`config.mk`:
```
export PLATFORM = sky130hd
export DESIGN_NAME = ex_mem_stage
export DESIGN_NICKNAME = d
export VERILOG_FILES = /design/src/rtl/ex_mem_stage.sv
export SDC_FILE = /design/constraint.sdc
export NUM_CORES = 1
export LEC_CHECK = 0
export ABC_AREA = 1
export CAP_MARGIN = 40
export CORE_AREA = 2 2 188 190
export DETAILED_ROUTE_END_ITERATION = 10
export DIE_AREA = 0 0 190 192
export DONT_BUFFER_PORTS = 1
export PLACE_DENSITY = 0.43
export SETUP_SLACK_MARGIN = 0.05
export SLEW_MARGIN = 5
export SYNTH_ARGS = -nofsm -noshare
export SYNTH_HDL_FRONTEND = slang
export SYNTH_SLANG_ARGS = --single-unit
```
`constraint.sdc`:
```
create_clock -name CLK -period 1.8 [get_ports CLK]
set_input_delay 0.36 -clock CLK [delete_from_list [all_inputs] [get_ports CLK]]
set_output_delay 0.36 -clock CLK [all_outputs]
set_load 0.005 [all_outputs]
```
`src/rtl/ex_mem_stage.sv`:
```
// ex_mem_stage: EX/MEM pipeline register that owns the data-memory request.
// Optional perf counters: define EX_MEM_STAGE_PERF_CNT_EN.
module ex_mem_stage #(
  parameter int DATA_W    = 32,
  parameter int ADDR_W    = 32,
  parameter int PAYLOAD_W = 128,
  parameter int CTRL_W    = 8
) (
  input  logic                 CLK,
  input  logic                 RST,
  input  logic                 stall_in,
  input  logic                 flush_in,
  input  logic                 valid_in,
  input  logic [CTRL_W-1:0]    ctrl_in,
  input  logic [PAYLOAD_W-1:0] data_in,
  input  logic                 halt_in,
  input  logic                 dmemREN_in,
  input  logic                 dmemWEN_in,
  input  logic [ADDR_W-1:0]    dmemaddr_in,
  input  logic [DATA_W-1:0]    dmemstore_in,
  input  logic                 dhit,
  input  logic [DATA_W-1:0]    dmemload,
  output logic                 valid_out,
  output logic [CTRL_W-1:0]    ctrl_out,
  output logic [PAYLOAD_W-1:0] data_out,
  output logic                 halt_out,
  output logic                 dmemREN,
  output logic                 dmemWEN,
  output logic [ADDR_W-1:0]    dmemaddr,
  output logic [DATA_W-1:0]    dmemstore,
  output logic [DATA_W-1:0]    load_data,
  output logic                 mem_stall
`ifdef EX_MEM_STAGE_PERF_CNT_EN
  ,
  output logic [31:0]          mem_wait_cnt,
  output logic [31:0]          stall_cnt
`endif
);

  typedef enum logic [1:0] {
    S_IDLE = 2'd0,
    S_REQ  = 2'd1,
    S_DONE = 2'd2
  } state_t;

  state_t r_state;
  state_t w_state_nxt;

  logic                 r_valid;
  logic [CTRL_W-1:0]    r_ctrl;
  logic [PAYLOAD_W-1:0] r_data;
  logic                 r_halt;
  logic                 r_ren;
  logic                 r_wen;
  logic [ADDR_W-1:0]    r_addr;
  logic [DATA_W-1:0]    r_store;
  logic [DATA_W-1:0]    r_load_q;

  logic w_in_req;
  logic w_mem_stall;
  logic w_adv;
  logic w_ren_cap;
  logic w_wen_cap;
  logic w_req_cap;
  logic w_hit;

  // Handshake terms: stall while the bus request waits, advance otherwise
  always_comb begin
    w_in_req    = (r_state == S_REQ);
    w_mem_stall = w_in_req && !dhit;
    w_hit       = w_in_req && dhit;
    w_adv       = !w_mem_stall && (flush_in || !stall_in);
    w_wen_cap   = valid_in && dmemWEN_in;
    w_ren_cap   = valid_in && dmemREN_in && !dmemWEN_in;
    w_req_cap   = !flush_in && (w_ren_cap || w_wen_cap);
  end

  // FSM state register
  always_ff @(posedge CLK) begin
    if (RST) begin
      r_state <= S_IDLE;
    end else begin
      r_state <= w_state_nxt;
    end
  end

  // FSM next state: a completing request either retires or parks in DONE
  always_comb begin
    w_state_nxt = r_state;
    unique case (r_state)
      S_IDLE, S_DONE: begin
        if (w_adv) begin
          w_state_nxt = w_req_cap ? S_REQ : S_IDLE;
        end
      end
      S_REQ: begin
        if (w_adv) begin
          w_state_nxt = w_req_cap ? S_REQ : S_IDLE;
        end else if (dhit) begin
          w_state_nxt = S_DONE;
        end
      end
      default: w_state_nxt = S_IDLE;
    endcase
  end

  // Pipeline fields: bubble on flush, capture on advance, else hold
  always_ff @(posedge CLK) begin
    if (RST) begin
      r_valid <= 1'b0;
      r_ctrl  <= '0;
      r_data  <= '0;
      r_halt  <= 1'b0;
      r_ren   <= 1'b0;
      r_wen   <= 1'b0;
      r_addr  <= '0;
      r_store <= '0;
    end else if (w_adv) begin
      if (flush_in) begin
        r_valid <= 1'b0;
        r_ctrl  <= '0;
        r_data  <= '0;
        r_halt  <= 1'b0;
        r_ren   <= 1'b0;
        r_wen   <= 1'b0;
        r_addr  <= '0;
        r_store <= '0;
      end else begin
        r_valid <= valid_in;
        r_ctrl  <= ctrl_in;
        r_data  <= data_in;
        r_halt  <= halt_in;
        r_ren   <= w_ren_cap;
        r_wen   <= w_wen_cap;
        r_addr  <= dmemaddr_in;
        r_store <= dmemstore_in;
      end
    end
  end

  // Keep the returned word so it survives while the entry is held
  always_ff @(posedge CLK) begin
    if (RST) begin
      r_load_q <= '0;
    end else if (w_hit) begin
      r_load_q <= dmemload;
    end
  end

  // FSM outputs: requests only while on the bus, load data bypassed in REQ
  always_comb begin
    valid_out = r_valid;
    ctrl_out  = r_ctrl;
    data_out  = r_data;
    halt_out  = r_halt;
    dmemaddr  = r_addr;
    dmemstore = r_store;
    dmemREN   = r_ren && w_in_req;
    dmemWEN   = r_wen && w_in_req;
    load_data = w_in_req ? dmemload : r_load_q;
    mem_stall = w_mem_stall;
  end

`ifdef EX_MEM_STAGE_PERF_CNT_EN
  logic [31:0] r_mem_wait_cnt;
  logic [31:0] r_stall_cnt;
  logic        w_stall_evt;

  // Only count stalls that actually freeze the stage from upstream
  always_comb begin
    w_stall_evt  = stall_in && !flush_in && !w_mem_stall;
    mem_wait_cnt = r_mem_wait_cnt;
    stall_cnt    = r_stall_cnt;
  end

  // Saturating event counters
  always_ff @(posedge CLK) begin
    if (RST) begin
      r_mem_wait_cnt <= '0;
      r_stall_cnt    <= '0;
    end else begin
      if (w_mem_stall && (r_mem_wait_cnt != 32'hFFFF_FFFF)) begin
        r_mem_wait_cnt <= r_mem_wait_cnt + 32'd1;
      end
      if (w_stall_evt && (r_stall_cnt != 32'hFFFF_FFFF)) begin
        r_stall_cnt <= r_stall_cnt + 32'd1;
      end
    end
  end
`endif

endmodule

```
* Word level (Yosys, flattened, before mapping)
Cells that the tools add are included.
** Cells by class
- Equality and inequality tests :: 4
- Reduce and logical (&&, ||, !) cells :: 19
- Mux-type cells :: 14
** Operators with widths (count)
- $mux W128 :: 1
- $mux W32 :: 3
- $logic_and A1 B1 Y1 :: 9
- $mux W8 :: 1
- $mux W2 :: 3
- $logic_not A1 Y1 :: 5
- $mux W1 :: 5
- $pmux W2 S2 :: 1
- $ne A3 B2 Y1 const B :: 1
- $eq A2 B1 Y1 const B :: 1
- $eq A2 B2 Y1 const B :: 1
- $logic_not A2 Y1 :: 1
- $logic_or A1 B1 Y1 :: 2
- $ne A2 B2 Y1 const B :: 1
- $reduce_and A2 Y1 :: 1
- $reduce_or A2 Y1 :: 1
** Word-level totals
- Word-level logic and storage cells :: 47
- Bits in registers :: 238

* Longest topological paths before layout
Gate-level depths: netlist (run 1).
- Depth in word-level cells :: 7
- Mapped depth :: 8
- Depth with buffers taken out :: 6

* Least setup slack after synthesis (run 1)
Ideal clock, no wire load.
- Kind :: register -> output
- From :: register r_state[0]
- To :: output port load_data[10]
- Arrival :: 1.065 ns
- Slack :: 0.375 ns
- Buffers on the path :: 2
- Cell stages (with the launch flop) :: 6
- Cells stage by stage :: dfxtp_1 -> inv_1 -> nor2_1 -> buf_2 -> clkbuf_1 -> o21ai_0
** On the way
- Longest elaborated chain between the ends :: 2
** Ends and longest elaborated chain
- start: declaration :: RTL line 46 : state_t r_state;
- start signal: assignment :: RTL line 83 : r_state <= w_state_nxt;
- $eq A2 B1 Y1 :: RTL line 69 : w_in_req = (r_state == S_REQ);
- $mux W32 :: RTL line 160 : load_data = w_in_req ? dmemload : r_load_q;
- end: declaration :: RTL line 31 : output logic [DATA_W-1:0] load_data,
No other way between the ends.

* Final worst setup path (run 1)
- From :: register r_state[0]
- To :: output port load_data[0]
Same word-level chain as after synthesis.

==> qor.csv, run 1 <==
metric,value,unit
status,finished with violations,
violations in the final reports,"hold timing, setup timing",
Detailed Route Iter0 Violations,352,
H-tree levels,1,
Final Hold Vio Count,149,
# setup viols final,34,
hold crit path type,in -> reg,
Worst-Skew Late Latency,540,ps
final-report max-slew violation count,0,
average instance area after synthesis,7.787,sq um
input/output buffers,0,
"EDFF count, synth",0,
relative max-transition margin,45.84,%
Antenna Nets Post-Route,0,
fraction of final layout cells with drive strength greater than 1,9.316,%
Max clock buf depth,3,
vias after detailed routing,7974,
first-pass GRT wire length,44.25,mm
Pre-antenna DRT Iters,7,
CTS Sinks,238,
FILL cells,3619,
number of nets in the layout,1390,
area share of the largest cell type after synthesis,53.39,%
synth top area cells,"sky130_fd_sc_hd__dfxtp_1 (53%), sky130_fd_sc_hd__a21oi_1 (13%), sky130_fd_sc_hd__nand3_1 (11%), sky130_fd_sc_hd__nand2_1 (10%), sky130_fd_sc_hd__o21ai_0 (3.6%)",
Post-Route Skew,9.826,ps
Leak Pwr,0.003850,uW
global route overflow,0,
Routed Wire Length,30.65,mm
leading cell type by number of instances after synthesis,sky130_fd_sc_hd__nand2_1,
Seq cells post-synth,238,
number of warnings issued by yosys,0,
synthesis-to-finish area growth,24.38,%
pin count of the biggest net entering global routing,208,
total number of placement rows,68,
Die Height,192,um
transition at the pin with the smallest max-transition slack,812.5,ps
top cell family by delay on the critical path,buffers and inverters,
cell chain of the critical path,inv_2 > nor2_4 > buf_12 > clkbuf_16 > o21ai_0,
net count after synthesis,1387,
via count of the first global-routing pass,7501,
critical path required time,1440,ps
routed length per placed instance,18.82,um
RSZ-0062 raised after global routing,yes,
Crit Path Max Fanout,18,
Final HPWL DP,19.61,mm
Initial Utilization,26.03,%
top-level port count,478,
Top Metal Used,met4,
total length of routed met3 wires,3.441,mm
max cap viols,0,
Buf/Inv on CP,3,
Final Cycle Share,107.7,%
Critical Path Start Type,flop,
ratio of routed vias to standard cells,4.898,
post-synth cell types,16,
routability cong.,0.7448,
fmax,0.5160,GHz
min cycle time layout,1938,ps
synthesized instance count,1146,
met1 wire length,11.24,mm
Synth area leader,sky130_fd_sc_hd__dfxtp_1,
power density over the cells,1110,mW/mm^2
CTS tree,yes,
most used flip-flop cell after synthesis,sky130_fd_sc_hd__dfxtp_1,
delay of the slowest critical-path stage,330,ps
routed wl met2,15.06,mm
Commonest cells post-synth,"sky130_fd_sc_hd__nand2_1 (246), sky130_fd_sc_hd__dfxtp_1 (238), sky130_fd_sc_hd__a21oi_1 (237), sky130_fd_sc_hd__nand3_1 (203), sky130_fd_sc_hd__o21ai_0 (65)",
clock-pin slew of the registers on the worst-case setup and hold paths,60,ps
floorplan core area,0.03429,sq mm
critical-path cell with the highest stage delay,sky130_fd_sc_hd__dfxtp_2,
fin worst setup slack,-137.9,ps
total power,12320,uW
share of flip-flops with an asynchronous set or reset,0,%
area of the die,0.03648,sq mm
Worst EP arrival,1580,ps
Peak supply drop,0.6625,mV
register area share after synthesis,53.39,%
DRC violations left,0,
WS Path Type,reg -> out,
Syn Std Cell Area,0.008924,sq mm
GRT Resource Usage Total,15.24,%
horizontal die dimension,190,um
total clock buffers created by CTS,28,
worst hold-check slack,-110.2,ps
Setup crit end kind,output port,
number of antenna violations at the first check in global routing,3,
Clk Tree Root Cell,sky130_fd_sc_hd__clkbuf_16,
[path summary, 6_finish.rpt]
kind / slack [ps] / depth (start not counted) / end / from
setup reg to reg: 100 / 9 / data_out[44] / r_state[0]
setup / recovery: -140 / 5 / load_data[0] / r_state[0]
hold reg to reg: 450 / 2 / r_load_q[27] / r_load_q[27]
hold / removal: -110 / 1 / ctrl_out[0] / RST
[cell families (layout without fill, tap and decap cells)]
kind of cell | count (synthesis) | count (layout) | synth area share, %
other | 0 | 3 | 0
DFF | 238 | 238 | 53.39
AOI/OAI and AO/OA | 303 | 303 | 17.02
buffers and inverters | 149 | 173 | 7.445
and+or+nand+nor | 456 | 456 | 22.14
[area by class of cell]
type,instances,area [sq um],share of cell area [%]
flip-flops and latches,238,4767,42.95
multi-input cells,759,3697,33.31
repair buffers,79,945.9,8.522
clock buffers,42,854.6,7.699
well taps,455,569.3,5.129
inverters,43,173.9,1.567
clock inverters,9,83.83,0.7553
diodes,3,7.507,0.06764
[sequential cells by signal, indices dropped and copies added, names as in the netlist]
name / flops
data_out: 128
dmemaddr: 32
dmemstore: 32
r_load_q: 32
ctrl_out: 8
r_state: 2
halt_out: 1
r_ren: 1
r_wen: 1
valid_out: 1
[repair_timing]
action	CTS	global route
pin swaps	0	3
endpoints found under the setup margin	34	34
hold buffers	23	31
hold endpoints to repair	228	205
cloned	2	1
buffers inserted	3	2
resized for setup	45	33
[report_power, final]
part	switching [uW]	leakage [uW]	internal, uW
clock network	2280	0.000469	3420
logic	544	0.00143	376
registers	190	0.00195	5500
[worst register-to-register path, stage by stage, from the launching register on]
cell	delay (ps)
sky130_fd_sc_hd__dfxtp_2	330
sky130_fd_sc_hd__buf_4	120
sky130_fd_sc_hd__buf_4	130
sky130_fd_sc_hd__nand3_4	120
sky130_fd_sc_hd__nand2_8	100
sky130_fd_sc_hd__inv_8	90
sky130_fd_sc_hd__buf_16	210
sky130_fd_sc_hd__buf_16	230
sky130_fd_sc_hd__nand3_1	90
sky130_fd_sc_hd__a21oi_1	190
[through the flow]
stage          TNS [ps]  setup WS [ps]  std cells  cell area (sq um)  utilization (%)
2_1_floorplan         0          374.5       1146               8924                -
3_3_place_gp          0          250.7       1512               9249            26.97
3_5_place_dp          0          213.0       1512               9249            26.97
4_1_cts           -3462         -154.4       1591              10600            30.92
5_1_grt           -5285         -186.4       1628              11100            32.37
6_report          -3086         -137.9       1628              11100            32.37
[layout by cell type (no fill, tap or decap), drive strengths merged]
master       synthesis  final
nor2                 4      4
a211oi               1      1
nand3              204    204
bufinv               0      1
o21ai               65     65
inv                 43     45
clkinv               0      6
a21oi              237    237
nand2              247    247
dfxtp              238    238
dlygate4sd3          0     54
nor3                 1      1
diode                0      3
buf                 50     24
clkbuf              56     43
[per-layer routing]
metal  track usage [%]  vias up
met2             26.50      358
met3             6.395       51
met4             5.397        0
met5                 0        -
met1             16.63     3700
li1                  -     3865
Power figures use the tool's default switching activity.
==> run 2, diff against run 1 <==
--- a/config.mk
+++ b/config.mk
@@ -5,13 +5,13 @@
 export SDC_FILE = /design/constraint.sdc
 export NUM_CORES = 1
 export LEC_CHECK = 0
-export ABC_AREA = 1
+export ABC_CLOCK_PERIOD_IN_PS = 1800
 export CAP_MARGIN = 40
-export CORE_AREA = 2 2 188 190
+export CORE_AREA = 2 2 187 189
 export DETAILED_ROUTE_END_ITERATION = 10
-export DIE_AREA = 0 0 190 192
+export DIE_AREA = 0 0 189 191
 export DONT_BUFFER_PORTS = 1
-export PLACE_DENSITY = 0.43
+export PLACE_DENSITY = 0.44
 export SETUP_SLACK_MARGIN = 0.05
 export SLEW_MARGIN = 5
 export SYNTH_ARGS = -nofsm -noshare
==> run 2 against run 1 <==
  * The flow still finishes with violations (hold timing, setup timing)
  * Cell area increased by 9.7%
  * Sequential cell count unchanged
  * Routed wire length increased by 11%
  * Combinational power increased by 57%
  * Worst setup slack got worse by 150 ps
==> qor.csv, run 2 <==
metric,value,unit
status,finished with violations,
violations in the final reports,"hold timing, setup timing",
max cap viols,0,
leading cell type by number of instances after synthesis,sky130_fd_sc_hd__nand2_1,
ratio of routed vias to standard cells,5.011,
average instance area after synthesis,8.180,sq um
Initial Utilization,26.40,%
"EDFF count, synth",0,
DRC violations left,0,
Syn Std Cell Area,0.009006,sq mm
number of warnings issued by yosys,0,
Post-Route Skew,8.536,ps
number of flip-flops under the largest register name,128,
Commonest cells post-synth,"sky130_fd_sc_hd__nand2_1 (270), sky130_fd_sc_hd__a21oi_1 (238), sky130_fd_sc_hd__dfxtp_1 (238), sky130_fd_sc_hd__nand3_1 (202), sky130_fd_sc_hd__clkbuf_1 (46)",
Peak supply drop,0.6404,mV
Crit Path Max Fanout,5,
clock-pin slew of the registers on the worst-case setup and hold paths,60,ps
total number of placement rows,68,
input/output buffers,0,
most frequent cells in the layout,"sky130_fd_sc_hd__dfxtp_1 (236), sky130_fd_sc_hd__nand2_1 (233), sky130_fd_sc_hd__nand3_1 (202)",
hold crit path type,in -> reg,
transition at the pin with the smallest max-transition slack,527.5,ps
DP Cell Count,1489,
fmax,0.4786,GHz
WS Path Type,reg -> out,
number of nets in the layout,1362,
Setup crit end kind,output port,
min cycle time layout,2089,ps
global route overflow,0,
post-synth cell types,21,
most used flip-flop cell after synthesis,sky130_fd_sc_hd__dfxtp_1,
Final Cycle Share,116.1,%
Critical Path Start Type,flop,
relative max-transition margin,64.83,%
# setup viols final,46,
worst hold-check slack,-106.3,ps
power density over the cells,1066,mW/mm^2
fraction of final layout cells with drive strength greater than 1,26.09,%
fin worst setup slack,-289.3,ps
Pre-antenna DRT Iters,5,
Detailed Route Iter0 Violations,409,
synthesis-to-finish area growth,35.20,%
first-pass GRT wire length,43.95,mm
"most common cell after layout, fill and taps aside",sky130_fd_sc_hd__dfxtp_1,
area share of the largest cell type after synthesis,52.90,%
synth top area cells,"sky130_fd_sc_hd__dfxtp_1 (53%), sky130_fd_sc_hd__a21oi_1 (13%), sky130_fd_sc_hd__nand2_1 (11%), sky130_fd_sc_hd__nand3_1 (11%), sky130_fd_sc_hd__mux2_2 (4.0%)",
routed length per placed instance,21.38,um
critical path required time,1440,ps
Worst-Skew Late Latency,530,ps
Clk Tree Root Cell,sky130_fd_sc_hd__clkbuf_16,
number of cells traversed by the worst register-to-register path,8,
H-tree levels,1,
area of the die,0.03610,sq mm
synthesized instance count,1101,
share of flip-flops with an asynchronous set or reset,0,%
Final Hold Vio Count,135,
non-filler instance count after layout,1598,
top-level port count,478,
CTS tree,yes,
Die Height,191,um
RSZ-0062 raised after global routing,yes,
total clock buffers created by CTS,28,
final instance area,0.01218,sq mm
Leak Pwr,0.004326,uW
pin count of the biggest net entering global routing,239,
horizontal die dimension,189,um
routability cong.,0.7594,
register area share after synthesis,52.90,%
Final HPWL DP,20.06,mm
net count after synthesis,1342,
WHS Path Cells,1,
CTS Sinks,238,
via count of the first global-routing pass,7449,
Routed Wire Length,34.17,mm
worst reg-to-reg setup slack,-10,ps
Seq cells post-synth,238,
GRT Resource Usage Total,15.23,%
Max clock buf depth,3,
Antenna Nets Post-Route,0,
vias after detailed routing,8007,
Synth area leader,sky130_fd_sc_hd__dfxtp_1,
Worst EP arrival,1730,ps
final-report max-slew violation count,0,
number of antenna violations at the first check in global routing,0,
placed cell area,0.009499,sq mm
floorplan core area,0.03412,sq mm
run 2: cell types whose count changed in the layout (fill, tap and decap cells not counted), moves of 26 or more:
cell,previous run,this run
sky130_fd_sc_hd__mux2_4,0,30
sky130_fd_sc_hd__dlygate4sd3_1,54,9
sky130_fd_sc_hd__a21oi_1,234,148
sky130_fd_sc_hd__inv_1,37,2
sky130_fd_sc_hd__a21oi_2,3,90
sky130_fd_sc_hd__o21ai_0,40,0
sky130_fd_sc_hd__nand2_2,0,26
run 2: path summary, 6_finish.rpt:
path,to,startpoint
hold / removal,r_state[0],RST
setup / recovery,load_data[14],r_state[0]
hold reg to reg,r_load_q[7],r_load_q[7]
setup reg to reg,dmemaddr[26],r_state[1]
run 2: layer usage:
metal | vias up | track usage (%) | wire length [um] | share of wire [%]
met5 | - | 0 | 0 | 0
met4 | 0 | 4.688 | 774 | 2.3
met3 | 51 | 5.269 | 3048 | 8.9
met2 | 342 | 26.99 | 16850 | 49
met1 | 3835 | 17.14 | 13500 | 40
li1 | 3779 | - | - | -
run 2: layout make-up:
| class | instances | area, sq um |
|---|---|---|
| fillers | 3514 | 21940 |
| repair buffers | 94 | 1544 |
| diodes | 1 | 2.502 |
| multi-input cells | 756 | 4314 |
| clock inverters | 5 | 81.33 |
| inverters | 3 | 16.27 |
| flip-flops and latches | 238 | 4770 |
| well taps | 455 | 569.3 |
| clock buffers | 46 | 879.6 |
run 2: logic make-up after synthesis:
family	count (synthesis)	share of synthesized area, %
AOI/OAI and AO/OA	241	13.53
DFF	238	52.90
muxes	32	4.001
and+or+nand+nor	483	23.40
buffers and inverters	107	6.168
run 2: repair_timing:
item                                   CTS  global route
gates resized for setup                 90           129
endpoints found under the hold margin  238           238
buffers inserted                         9            13
pin swaps                               20            27
setup endpoints to repair               34           231
cloned                                   5            24
run 2: worst max-delay path: stages, from the launching register on:
cell,delay (ps)
sky130_fd_sc_hd__dfxtp_2,330
sky130_fd_sc_hd__nor2b_4,180
sky130_fd_sc_hd__buf_6,130
sky130_fd_sc_hd__buf_6,110
sky130_fd_sc_hd__buf_16,130
sky130_fd_sc_hd__mux2_4,310
run 2: report_power, final:
| group | internal [uW] | switching [uW] | leakage (uW) |
|---|---|---|---|
| Sequential | 5510 | 212 | 0.00195 |
| Clock | 3600 | 2230 | 0.000474 |
| Combinational | 704 | 737 | 0.00191 |
run 2: through the flow:
step	total power [uW]	setup TNS [ps]	setup WS [ps]	hold slack, ps	utilization, %
final	12990	-8330	-289.3	-106.3	35.69
after global routing	13480	-21500	-349.6	-140.9	35.68
after CTS	12760	-8885	-295.8	-141.7	32.21
after detailed placement	6735	0	130.5	442.5	27.84
after global placement	6727	0	168.0	434.7	27.84
after floorplan	6483	0	218.8	427.3	-
